==> src/rtl/window_gen_3x3_pkg.sv <==
// Shared constants for the 3x3 window / MACC datapath.
// Latency: n/a (types, constants and a helper function only).
// Backpressure: n/a.
package window_gen_3x3_pkg;

  localparam int KERNEL_SIZE = 3;
  localparam int NUM_TAPS    = KERNEL_SIZE * KERNEL_SIZE;
  localparam int PIXEL_WIDTH = 8;

  typedef logic signed [PIXEL_WIDTH-1:0]          pixel_t;
  typedef logic        [NUM_TAPS*PIXEL_WIDTH-1:0] window_t;

  // Bit offset of window lane (r, c); r=0 is the top row, c=0 the left column.
  function automatic int lane_offset(input int r, input int c);
    return PIXEL_WIDTH * (KERNEL_SIZE * r + c);
  endfunction

endpackage

==> src/rtl/window_gen_3x3_if.sv <==
// Pixel-in / window-out bundle between the pixel source, this block and the MACC.
// Latency: n/a (wiring only).
// Backpressure: none; the source pushes with i_valid, the sink must take every o_valid.
interface window_gen_3x3_if
  import window_gen_3x3_pkg::*;
#(
  parameter int DATA_WIDTH = PIXEL_WIDTH
);

  logic [DATA_WIDTH-1:0]          i_data;
  logic                           i_valid;
  logic [NUM_TAPS*DATA_WIDTH-1:0] o_window;
  logic                           o_valid;
  logic                           o_last;

  modport slave (
    input  i_data,
    input  i_valid,
    output o_window,
    output o_valid,
    output o_last
  );

  modport master (
    output i_data,
    output i_valid,
    input  o_window,
    input  o_valid,
    input  o_last
  );

endinterface

==> src/rtl/window_gen_3x3_line_buffer.sv <==
// One image row of pixel storage, indexed by column, read-before-write.
// Latency: rdata is the word stored at addr before this edge's write; the caller registers it.
// Backpressure: none; en=0 leaves the contents untouched.
module window_gen_3x3_line_buffer #(
  parameter int DEPTH      = 8,
  parameter int WIDTH      = 8,
  parameter int ADDR_WIDTH = (DEPTH > 1) ? $clog2(DEPTH) : 1
) (
  input  logic                  clk,
  input  logic                  en,
  input  logic [ADDR_WIDTH-1:0] addr,
  input  logic [WIDTH-1:0]      wdata,
  output logic [WIDTH-1:0]      rdata
);

  logic [WIDTH-1:0] mem [DEPTH];

  // Old word at addr; the window register captures it on the same edge that overwrites it.
  assign rdata = mem[addr];

  // Store the new word on an enabled edge; contents are deliberately never reset.
  always_ff @(posedge clk) begin
    if (en) begin
      mem[addr] <= wdata;
    end
  end

endmodule

==> src/rtl/window_gen_3x3.sv <==
// Raster pixel stream to packed 3x3 "valid" convolution windows for the 9-tap MACC.
// Latency: 1 cycle from the accepting edge to o_valid/o_window/o_last.
// Backpressure: none; i_valid=0 freezes all state, the sink must take every o_valid strobe.
module window_gen_3x3
  import window_gen_3x3_pkg::*;
#(
  parameter int IMG_WIDTH  = 8,
  parameter int IMG_HEIGHT = 8,
  parameter int DATA_WIDTH = PIXEL_WIDTH
) (
  input  logic             clk,
  input  logic             rst,
  window_gen_3x3_if.slave  bus
);

  localparam int COL_W = $clog2(IMG_WIDTH);
  localparam int ROW_W = $clog2(IMG_HEIGHT);

  localparam logic [COL_W-1:0] LAST_COL  = COL_W'(IMG_WIDTH - 1);
  localparam logic [ROW_W-1:0] LAST_ROW  = ROW_W'(IMG_HEIGHT - 1);
  localparam logic [COL_W-1:0] FIRST_COL = COL_W'(KERNEL_SIZE - 1);
  localparam logic [ROW_W-1:0] FIRST_ROW = ROW_W'(KERNEL_SIZE - 1);

  logic                  accept;
  logic [COL_W-1:0]      col;
  logic [ROW_W-1:0]      row;
  logic                  emit;
  logic                  frame_end;
  logic [DATA_WIDTH-1:0] lb0_rdata;
  logic [DATA_WIDTH-1:0] lb1_rdata;
  logic [DATA_WIDTH-1:0] win [KERNEL_SIZE][KERNEL_SIZE];
  logic                  valid_q;
  logic                  last_q;
  window_t               window_flat;

  assign accept = bus.i_valid;

  // Only windows fully inside the image are emitted; this gate also hides stale
  // line-buffer rows after reset and stale columns carried over a row wrap.
  assign emit      = (row >= FIRST_ROW) && (col >= FIRST_COL);
  assign frame_end = (row == LAST_ROW) && (col == LAST_COL);

  // Buffer 0 holds the previous row; buffer 1 is fed from buffer 0 so it holds the row before.
  window_gen_3x3_line_buffer #(
    .DEPTH      (IMG_WIDTH),
    .WIDTH      (DATA_WIDTH),
    .ADDR_WIDTH (COL_W)
  ) u_lb0 (
    .clk   (clk),
    .en    (accept),
    .addr  (col),
    .wdata (bus.i_data),
    .rdata (lb0_rdata)
  );

  window_gen_3x3_line_buffer #(
    .DEPTH      (IMG_WIDTH),
    .WIDTH      (DATA_WIDTH),
    .ADDR_WIDTH (COL_W)
  ) u_lb1 (
    .clk   (clk),
    .en    (accept),
    .addr  (col),
    .wdata (lb0_rdata),
    .rdata (lb1_rdata)
  );

  // Raster position of the pixel being offered: column wraps into row, row wraps per frame.
  always_ff @(posedge clk) begin
    if (rst) begin
      col <= '0;
      row <= '0;
    end else if (accept) begin
      if (col == LAST_COL) begin
        col <= '0;
        row <= (row == LAST_ROW) ? '0 : row + 1'b1;
      end else begin
        col <= col + 1'b1;
      end
    end
  end

  // Shift the 3x3 array left one column per accept; new right column is top/middle/bottom rows.
  always_ff @(posedge clk) begin
    if (rst) begin
      for (int r = 0; r < KERNEL_SIZE; r++) begin
        for (int c = 0; c < KERNEL_SIZE; c++) begin
          win[r][c] <= '0;
        end
      end
    end else if (accept) begin
      for (int r = 0; r < KERNEL_SIZE; r++) begin
        for (int c = 0; c < KERNEL_SIZE - 1; c++) begin
          win[r][c] <= win[r][c+1];
        end
      end
      win[0][KERNEL_SIZE-1] <= lb1_rdata;
      win[1][KERNEL_SIZE-1] <= lb0_rdata;
      win[2][KERNEL_SIZE-1] <= bus.i_data;
    end
  end

  // One-cycle strobes marking the cycle in which the window registers hold a full window.
  always_ff @(posedge clk) begin
    if (rst) begin
      valid_q <= 1'b0;
      last_q  <= 1'b0;
    end else begin
      valid_q <= accept && emit;
      last_q  <= accept && emit && frame_end;
    end
  end

  // Pack the array into the MACC lane order, lane 3*r+c, pure transport of the pixel bits.
  always_comb begin
    window_flat = '0;
    for (int r = 0; r < KERNEL_SIZE; r++) begin
      for (int c = 0; c < KERNEL_SIZE; c++) begin
        window_flat[lane_offset(r, c) +: PIXEL_WIDTH] = win[r][c];
      end
    end
  end

  assign bus.o_window = window_flat;
  assign bus.o_valid  = valid_q;
  assign bus.o_last   = last_q;

endmodule

==> src/flat_wrapper.sv <==
// flat-port wrapper written by rule: the top's interface ports become plain ports
module window_gen_3x3_flat import window_gen_3x3_pkg::*;
#(
  parameter int IMG_WIDTH  = 8,
  parameter int IMG_HEIGHT = 8,
  parameter int DATA_WIDTH = PIXEL_WIDTH
)
  (clk, rst, bus_i_data, bus_i_valid, bus_o_window, bus_o_valid, bus_o_last);
  window_gen_3x3_if #(.DATA_WIDTH(DATA_WIDTH)) bus_i ();
  input  logic clk;
  input  logic rst;
  input wire logic [$bits(bus_i.i_data)-1:0] bus_i_data;
  input wire logic [$bits(bus_i.i_valid)-1:0] bus_i_valid;
  output wire logic [$bits(bus_i.o_window)-1:0] bus_o_window;
  output wire logic [$bits(bus_i.o_valid)-1:0] bus_o_valid;
  output wire logic [$bits(bus_i.o_last)-1:0] bus_o_last;
  assign bus_i.i_data = bus_i_data;
  assign bus_i.i_valid = bus_i_valid;
  assign bus_o_window = bus_i.o_window;
  assign bus_o_valid = bus_i.o_valid;
  assign bus_o_last = bus_i.o_last;
  window_gen_3x3 #(.IMG_WIDTH(IMG_WIDTH), .IMG_HEIGHT(IMG_HEIGHT), .DATA_WIDTH(DATA_WIDTH)) u_core (.clk(clk), .rst(rst), .bus(bus_i));
endmodule
==> config.mk <==
export PLATFORM = sky130hd
export DESIGN_NAME = window_gen_3x3_flat
export DESIGN_NICKNAME = d
export VERILOG_FILES = /design/src/rtl/window_gen_3x3_pkg.sv /design/src/rtl/window_gen_3x3_if.sv /design/src/rtl/window_gen_3x3_line_buffer.sv /design/src/rtl/window_gen_3x3.sv /design/src/flat_wrapper.sv
export SDC_FILE = /design/constraint.sdc
export NUM_CORES = 1
export LEC_CHECK = 0
export ABC_AREA = 1
export ABC_CLOCK_PERIOD_IN_PS = 2250
export CORE_ASPECT_RATIO = 1.5
export CORE_UTILIZATION = 51
export CTS_CLUSTER_DIAMETER = 50
export CTS_CLUSTER_SIZE = 10
export DETAILED_ROUTE_END_ITERATION = 8
export MAX_ROUTING_LAYER = met4
export PLACE_DENSITY = 0.83
export SLEW_MARGIN = 10
export SYNTH_ARGS = -nofsm -noshare
export SYNTH_HDL_FRONTEND = slang
export SYNTH_SLANG_ARGS = --single-unit
==> constraint.sdc <==
create_clock -name clk -period 2.25 [get_ports clk]
set_input_delay 0.225 -clock clk [delete_from_list [all_inputs] [get_ports clk]]
set_output_delay 0.225 -clock clk [all_outputs]
set_load 0.005 [all_outputs]
==> flow_summary.json, run 1 <==
{
  "cts.sink_count": 211,
  "p_sw_share_pct": 22.35,
  "post_drt_via_cell_ratio": 5.192,
  "drv_cap": 0,
  "synth_common_cells": "200 x edfxtp_1, 180 x inv_1, 163 x nand2_1",
  "synth_area_leaders": "edfxtp_1 70%, inv_1 7.8%, nand2_1 7.1%, nor2_1 4.8%, nand3_1 4.3%",
  "die-area_sq_mm": 0.01748,
  "ir_worst_vdd_v": 0.0006074,
  "grt_pass1_wl_mm": 29.35,
  "dr_total_vias": 5784,
  "post_cts_resized": 0,
  "antennaDiodeCount": 0,
  "critPathKind": "reg2reg",
  "internal-power_w": 0.006857,
  "synth_ff_type": "edfxtp_1",
  "hold_path.class": "in2reg",
  "synth-seq-cells": 211,
  "grt_overflow": 0,
  "yosys.area.top_type_share_pct": 69.51,
  "ys_warn_count": 0,
  "p_clk_share_pct": 39.1,
  "synthDistinctLibCells": 19,
  "leakagePower_nw": 4.435,
  "detail-route-antenna-nets": 0,
  "skew_ns": 0.01308,
  "synthArstFlopShare_pct": 0,
  "clockRootBuffer": "clkbuf_16",
  "post_cts.repair.setup_buffers": 0,
  "start_util_pct": 52.67,
  "slew_headroom_pct": 70.65,
  "remaining_drc_errors": 0,
  "fmax_ghz": 0.5812,
  "setup_violations": 0,
  "path_max_fanout": 32,
  "rsz0062_at_grt": "false",
  "antenna_found_initial": 0,
  "critical_path.startpoint_type": "flop",
  "rows": 57,
  "synth_seq_area_share_pct": 72.06,
  "syn_nets": 809,
  "chipHeight_microns": 161.4,
  "crit_path_end_kind": "flop",
  "detail_route.wl_per_cell_microns": 16.47,
  "p_sw_w": 0.001974,
  "grt_pass1_vias": 5983,
  "clock_latency_ns": 0.51,
  "dp.cells": 1078,
  "cts_hold_buf": 0,
  "clk_pin_slew_worst_paths_ns": 0.06,
  "grt_usage_pct": 22.85,
  "routed_wl_mm": 18.35,
  "synth_top_area_cell": "edfxtp_1",
  "final_nets": 915,
  "post-synth-top-count-cell": "edfxtp_1",
  "clockBufferDepth": 3,
  "htree_levels": 1,
  "place_congestion": 0.7837,
  "synth-edff-count": 200,
  "syn_avg_cell_area_sq_um": 10.89,
  "status": "completed",
  "combPwrFrac_pct": 8.8,
  "fillers": 1221,
  "die_w_microns": 108.3,
  "drv_slew": 0,
  "sequentialPowerShare_pct": 52.1,
  "setup_tns_ns": 0,
  "worst_pin_slew_ns": 0.4403,
  "io_pins": 85,
  "first_pass_iters": 5,
  "syn_to_final_growth_pct": 21.09,
  "cp.required_ns": 2.48,
  "final-hold-violation-count": 0,
  "synth_area_sq_mm": 0.008640,
  "period_minus_slack_ns": 1.721,
  "drive_above_1_share_pct": 6.498,
  "cts_tree": "yes",
  "grt_max_degree": 66,
  "coreArea_sq_mm": 0.01640,
  "port_buffers": 84,
  "cp_data_arrival_time_ns": 1.95,
  "fin_crit_sh_pct": 76.47,
  "hpwl_mm": 10.88,
  "stdcell_count": 1114,
  "power_density_mw_per_mm2": 844.2,
  "cts_inserted_buffers": 25,
  "drtIter0Drc": 531,
  "synthCells": 793
}
[layout by cell type (no fill, tap or decap), drive strengths merged]
master	instances
nor2	110
clkdlybuf4s50	84
nand2	163
ha	5
a21oi	10
edfxtp	200
a211oi	1
buf	27
o22ai	1
dfxtp	11
nand3	74
or2	2
clkbuf	35
o21ai	2
nor3	1
inv	182
[worst max-delay path, cell delays in order (launching register included)]
cell     delay (ns)
dfxtp_2        0.42
inv_2          0.09
buf_4          0.32
nand2_1        0.09
nand3_1        0.09
nand3_1        0.09
nand2_1        0.17
inv_1          0.16
[layer usage]
metal | vias to the layer above | routed length [microns] | global-route usage (%)
met2 | 303 | 9769 | 39.69
met3 | 74 | 1404 | 4.116
met4 | 0 | 703 | 11.43
met5 | - | 0 | -
met1 | 2710 | 6471 | 24.76
li1 | 2697 | - | -
[state kept, by name, indices dropped and copies added, names as in the netlist, named ones only]
| name | flops |
|---|---|
| u_core.u_lb1.mem | 64 |
| u_core.bus.o_last | 1 |
| u_core.win | 72 |
| u_core.row | 3 |
| u_core.col | 3 |
| u_core.u_lb0.mem | 64 |
| u_core.bus.o_valid | 1 |
[path summary, 6_finish.rpt]
| path | slack [ns] | depth (start not counted) | endpoint | from |
|---|---|---|---|---|
| worst max-delay path | 0.53 | 7 | u_core.u_lb1.mem[7][3] | flop |
| worst max register to register | 0.53 | 7 | u_core.u_lb1.mem[7][3] | flop |
| worst min-delay path | 0.34 | 2 | u_core.row[0] | rst |
| worst min register to register | 0.48 | 2 | u_core.row[1] | u_core.row[1] |
[power groups by stage]
stage / clock network, W / logic, W / registers [W]
6_report: 0.00345 / 0.000774 / 0.00460
5_1_grt: 0.00364 / 0.000858 / 0.00462
4_1_cts: 0.00349 / 0.000775 / 0.00461
3_5_place_dp: 0 / 0.000763 / 0.00468
3_3_place_gp: 0 / 0.000732 / 0.00467
2_1_floorplan: 0 / 0.000389 / 0.00467
[area by class of cell]
class                           instances  area [sq um]  share of cell area, %
Sequential cell                       211          6227                  59.53
Multi-Input combinational cell        369          1556                  14.88
Timing Repair Buffer                  111          1069                  10.21
Inverter                              181         679.4                  6.494
Clock buffer                           35         663.1                  6.339
Tap cell                              206         257.7                  2.464
Clock inverter                          1         8.758                0.08372
[metrics by stage]
stage | utilization (%) | total power, W | hold slack, ns | setup slack (ns) | instance area (sq um)
2_1_floorplan | - | 0.005059 | 0.2941 | 0.6647 | 8642
3_3_place_gp | 59.68 | 0.005404 | 0.4817 | 0.4625 | 9789
3_5_place_dp | 59.68 | 0.005444 | 0.4747 | 0.4418 | 9789
4_1_cts | 63.78 | 0.008871 | 0.3275 | 0.5283 | 10460
5_1_grt | 63.78 | 0.009116 | 0.3735 | 0.3912 | 10460
6_report | 63.78 | 0.008831 | 0.3372 | 0.5295 | 10460
[kinds of logic (layout without fill, tap and decap cells)]
kind of cell | after synthesis | in the layout | share of synthesized area [%]
and+or+nand+nor | 350 | 350 | 16.35
AOI/OAI and AO/OA | 14 | 14 | 0.8546
DFF | 211 | 211 | 72.06
adders and majority gates | 5 | 5 | 0.7241
buffers and inverters | 213 | 328 | 10.01
(Power assumes the default switching activity.)
==> run 2: changes to the inputs <==
--- a/config.mk
+++ b/config.mk
@@ -6,7 +6,7 @@
 export NUM_CORES = 1
 export LEC_CHECK = 0
 export ABC_AREA = 1
-export ABC_CLOCK_PERIOD_IN_PS = 2250
+export ABC_CLOCK_PERIOD_IN_PS = 1400
 export CORE_ASPECT_RATIO = 1.5
 export CORE_UTILIZATION = 51
 export CTS_CLUSTER_DIAMETER = 50
==> constraint.sdc (replaced) <==
create_clock -name clk -period 1.4 [get_ports clk]
set_input_delay 0.14 -clock clk [delete_from_list [all_inputs] [get_ports clk]]
set_output_delay 0.14 -clock clk [all_outputs]
set_load 0.005 [all_outputs]
==> flow_summary.json, run 2 (synthesis results as in run 1) <==
{
  "cts_tree": "yes",
  "leakagePower_nw": 4.889,
  "cts.sink_count": 211,
  "grt_overflow": 0,
  "routed-wl-met3_mm": 1.345,
  "critPathMostFrequentCell": "nand3_1",
  "power_density_mw_per_mm2": 1317,
  "routed_wl_mm": 18.25,
  "p_sw_w": 0.003195,
  "wl_met1_mm": 6.296,
  "slowest_stage": "dfxtp_4",
  "skew_ns": 0.01736,
  "cp_data_arrival_time_ns": 1.68,
  "die_w_microns": 108.3,
  "sequentialPowerShare_pct": 51.6,
  "chipHeight_microns": 161.4,
  "fmax_ghz": 0.7001,
  "grt_pass1_wl_mm": 28.52,
  "hold_path.class": "in2reg",
  "grt_max_degree": 35,
  "detail_route.wl_per_cell_microns": 15.98,
  "antennaDiodeCount": 0,
  "start_util_pct": 52.67,
  "path_cells": "buf_12 -> nand2_1 -> nand3_1 -> nand3_1 -> nand2_2 -> buf_4 -> nor2_1",
  "routed.top_layer": "met4",
  "cp.required_ns": 1.65,
  "syn_to_final_growth_pct": 25.65,
  "p_clk_share_pct": 38.4,
  "critPathKind": "reg2reg",
  "slowest_delay_ns": 0.44,
  "worst-path-buf-inv": 2,
  "cts_inserted_buffers": 25,
  "final_area_sq_mm": 0.01086,
  "grt_pass1_vias": 5881,
  "final_nets": 942,
  "regMostFlops": "u_core.win",
  "first_pass_iters": 5,
  "routed-wl-met2_mm": 9.904,
  "antenna_found_initial": 0,
  "remaining_drc_errors": 0,
  "clock_latency_ns": 0.51,
  "final-hold-violation-count": 0,
  "drtIter0Drc": 542,
  "violations": "negative setup slack",
  "slew_headroom_pct": 70.03,
  "io_pins": 85,
  "hpwl_mm": 11.41,
  "clockBufferDepth": 3,
  "htree_levels": 1,
  "status": "finished, violations left",
  "fin_ws_ns": -0.02838,
  "die-area_sq_mm": 0.01748,
  "detail-route-antenna-nets": 0,
  "p_sw_share_pct": 22.35,
  "most-common-layout-cells": "200 x edfxtp_1, 170 x inv_1, 155 x nand2_1",
  "top_regs": "u_core.win x72, u_core.u_lb0.mem x64, u_core.u_lb1.mem x64",
  "port_buffers": 84,
  "rsz0062_at_grt": "true",
  "coreArea_sq_mm": 0.01640,
  "layout_commonest_cell": "edfxtp_1",
  "placed_area_sq_mm": 0.01006,
  "worst_pin_slew_ns": 0.4482,
  "drv_cap": 0,
  "internal-power_w": 0.01110,
  "drv_slew": 0,
  "place_congestion": 0.8445,
  "crit_path_end_kind": "flop",
  "grt_usage_pct": 21.97,
  "whs_ns": 0.3698,
  "clockRootBuffer": "clkbuf_16",
  "combPwrFrac_pct": 10.0,
  "path_delay_family": "flip-flops",
  "drive_above_1_share_pct": 12.18,
  "setup_violations": 5,
  "period_minus_slack_ns": 1.428,
  "path_max_fanout": 20,
  "dr_total_vias": 5833,
  "stdcell_count": 1142,
  "critical_path.startpoint_type": "flop",
  "post_drt_via_cell_ratio": 5.108,
  "largest_reg_flops": 72,
  "rows": 57,
  "setup_tns_ns": -0.06944,
  "cts_hold_buf": 0,
  "fin_crit_sh_pct": 102.0,
  "dp.cells": 1094,
  "pre_cts_ws_ns": -0.1948,
  "ir_worst_vdd_v": 0.0009178,
  "clk_pin_slew_worst_paths_ns": 0.05
}
## run 2: cell types whose count changed in the layout (fill, tap and decap cells not counted), sizes merged
cell,delta
dlygate4sd2,+74
buf,+25
clkdlybuf4s50,-74
clkbuf,+3
## run 2: timing repair
action | CTS | global route
gates cloned | 1 | 2
setup buffers | 8 | 0
pin swaps | 0 | 2
setup endpoints to repair | 144 | 81
resized for setup | 96 | 10
## run 2: worst paths after layout
check                                   start                end  slack (ns)  cells after the start
worst max-delay path                     flop  u_core.win[0][26]       -0.03                      7
worst min-delay path                      rst      u_core.row[0]        0.37                      3
worst max register to register           flop  u_core.win[0][26]       -0.03                      7
worst min register to register  u_core.row[1]      u_core.row[1]        0.49                      2
## run 2: per-stage QoR
stage	power, W	util, %
finish	0.01430	66.18
floorplan	0.008131	-
detailed placement	0.008897	61.36
global placement	0.008839	61.36
global route	0.01478	66.18
CTS	0.01430	65.70
## run 2: worst register-to-register path, delay by kind of cell (launching register included)
kind                   cells  cell delay (ns)
and+or+nand+nor            5             0.45
DFF                        1             0.44
buffers and inverters      2             0.30
## run 2: layout make-up
class,instances,area [sq um]
Clock buffer,36,666.9
Clock inverter,1,8.758
Fill cell,1105,5548
Inverter,181,686.9
Multi-Input combinational cell,369,1617
Sequential cell,211,6231
Tap cell,206,257.7
Timing Repair Buffer,138,1388
## run 2: power groups by stage
stage                     Combinational (W)  Clock [W]  Sequential [W]
after floorplan                    0.000627          0         0.00750
after global placement              0.00134          0         0.00750
after detailed placement            0.00139          0         0.00751
after CTS                           0.00138    0.00554         0.00738
after global routing                0.00156    0.00582         0.00741
final                               0.00143    0.00549         0.00738
## run 2: routing by layer
metal,global-route usage (%),up-vias
li1,-,2745
met1,24.18,2709
met2,39.23,311
met3,2.623,68
met4,9.951,0
met5,-,-
==> run 3: changes to the inputs <==
--- a/config.mk
+++ b/config.mk
@@ -8,12 +8,13 @@
 export ABC_AREA = 1
 export ABC_CLOCK_PERIOD_IN_PS = 1400
 export CORE_ASPECT_RATIO = 1.5
-export CORE_UTILIZATION = 51
+export CORE_UTILIZATION = 45
 export CTS_CLUSTER_DIAMETER = 50
 export CTS_CLUSTER_SIZE = 10
 export DETAILED_ROUTE_END_ITERATION = 8
 export MAX_ROUTING_LAYER = met4
-export PLACE_DENSITY = 0.83
+export PLACE_DENSITY = 0.76
+export SKIP_CTS_REPAIR_TIMING = 1
 export SLEW_MARGIN = 10
 export SYNTH_ARGS = -nofsm -noshare
 export SYNTH_HDL_FRONTEND = slang
==> constraint.sdc (replaced) <==
create_clock -name clk -period 1.4 [get_ports clk]
set_input_delay 0.14 -clock clk [delete_from_list [all_inputs] [get_ports clk]]
set_output_delay 0.14 -clock clk [all_outputs]
set_load 0.1 [all_outputs]
==> flow_summary.json, run 3 (synthesis results as in run 1) <==
{
  "pre_cts_ws_ns": -0.1912,
  "leakagePower_nw": 5.230,
  "grt_usage_pct": 19.51,
  "die-area_sq_mm": 0.01977,
  "power_density_mw_per_mm2": 1338,
  "grt_overflow": 0,
  "critPathKind": "reg2reg",
  "regMostFlops": "u_core.win",
  "violations": "negative setup slack",
  "clockRootBuffer": "clkbuf_16",
  "clock_latency_ns": 0.51,
  "port_buffers": 84,
  "largest_reg_flops": 72,
  "crit_path_end_kind": "flop",
  "setup_violations": 80,
  "cp_data_arrival_time_ns": 1.86,
  "slew_headroom_pct": 64.26,
  "remaining_drc_errors": 0,
  "first_pass_iters": 6,
  "clk_pin_slew_worst_paths_ns": 0.05,
  "whs_ns": 0.2610,
  "drv_cap": 0,
  "fin_crit_sh_pct": 114.8,
  "drv_slew": 0,
  "final-hold-violation-count": 0,
  "antennaDiodeCount": 0,
  "layout_commonest_cell": "edfxtp_1",
  "clockBufferDepth": 3,
  "path_max_fanout": 10,
  "slowest_delay_ns": 0.41,
  "detail-route-antenna-nets": 0,
  "syn_to_final_growth_pct": 42.17,
  "most-common-layout-cells": "200 x edfxtp_1, 169 x inv_1, 144 x nand2_1",
  "coreArea_sq_mm": 0.01870,
  "critical_path.startpoint_type": "flop",
  "dr_total_vias": 6123,
  "rsz0062_at_grt": "true",
  "htree_levels": 1,
  "cts_inserted_buffers": 25,
  "die_w_microns": 115.1,
  "hpwl_mm": 12.26,
  "fmax_ghz": 0.6221,
  "final_nets": 955,
  "start_util_pct": 46.20,
  "io_pins": 85,
  "slowest_stage": "dfxtp_4",
  "skew_ns": 0.01123,
  "chipHeight_microns": 171.7,
  "multiInputGateArea_sq_mm": 0.001883,
  "status": "finished, violations left",
  "fillers": 1193,
  "hold_path.class": "in2reg",
  "post_drt_via_cell_ratio": 5.065,
  "fin_ws_ns": -0.2074,
  "path_cells": "buf_6 -> clkbuf_16 -> nor2_1 -> nor2_1 -> nand2_1 -> nand2_1 -> nor2_2 -> nor2_1",
  "critPathMostFrequentCell": "nor2_1",
  "cp.required_ns": 1.66,
  "rows": 61,
  "grt_pass1_vias": 5571,
  "antenna_found_initial": 0,
  "cts.sink_count": 211,
  "period_minus_slack_ns": 1.607,
  "place_congestion": 0.8516,
  "detail_route.wl_per_cell_microns": 17.79,
  "worst_pin_slew_ns": 0.5344,
  "drive_above_1_share_pct": 26.65,
  "routed_wl_mm": 21.50,
  "cts_tree": "yes",
  "ir_worst_vdd_v": 0.0007960,
  "seqCellArea_sq_mm": 0.006230,
  "grt_max_degree": 41,
  "drtIter0Drc": 726,
  "top_regs": "u_core.win x72, u_core.u_lb0.mem x64, u_core.u_lb1.mem x64",
  "grt_pass1_wl_mm": 28.32
}
==> run 3: critical path, delay by kind of cell, from the launching register on <==
| kind | cells | cell delay, ns |
|---|---|---|
| buf+inv | 2 | 0.34 |
| flops | 1 | 0.41 |
| simple gates | 6 | 0.60 |
==> run 3: final timing paths <==
path,from,to,cells past startpoint,slack [ns]
max,flop,u_core.win[0][1],8,-0.21
max reg2reg,flop,u_core.win[0][1],8,-0.21
min,rst,u_core.row[0],2,0.26
min reg2reg,u_core.row[1],u_core.row[1],2,0.49
==> run 3: layout make-up <==
type,count,area share [%]
Timing Repair Buffer,151,19.82
Clock buffer,43,5.643
Tap cell,252,2.567
Inverter,181,5.806
Sequential cell,211,50.72
Clock inverter,2,0.1121
Multi-Input combinational cell,369,15.33
==> run 3: where the power goes <==
part / leakage (nW) / switching, W / internal [W]
Combinational: 2.85 / 0.00214 / 0.00113
Sequential: 2.05 / 0.000198 / 0.00728
Clock: 0.337 / 0.00237 / 0.00333
Total: 5.23 / 0.00470 / 0.0117
==> run 3: layer usage <==
metal / wire length [microns] / global-route usage (%)
met4: 1153 / 8.696
met3: 1649 / 2.572
met1: 7126 / 20.77
met2: 11570 / 35.73
met5: 0 / -
==> run 3: metrics by stage <==
step	instances	TNS [ns]	instance area, sq um	power [W]	util, %
finish	1209	-6.718	12280	0.01644	65.69
global route	1209	-9.440	12280	0.01683	65.69
CTS	1193	-7.686	11590	0.01603	61.99
detailed placement	1148	-37.82	10890	0.01046	58.21
global placement	1148	-29.72	10890	0.01041	58.21
floorplan	793	-17.55	8652	0.009238	-
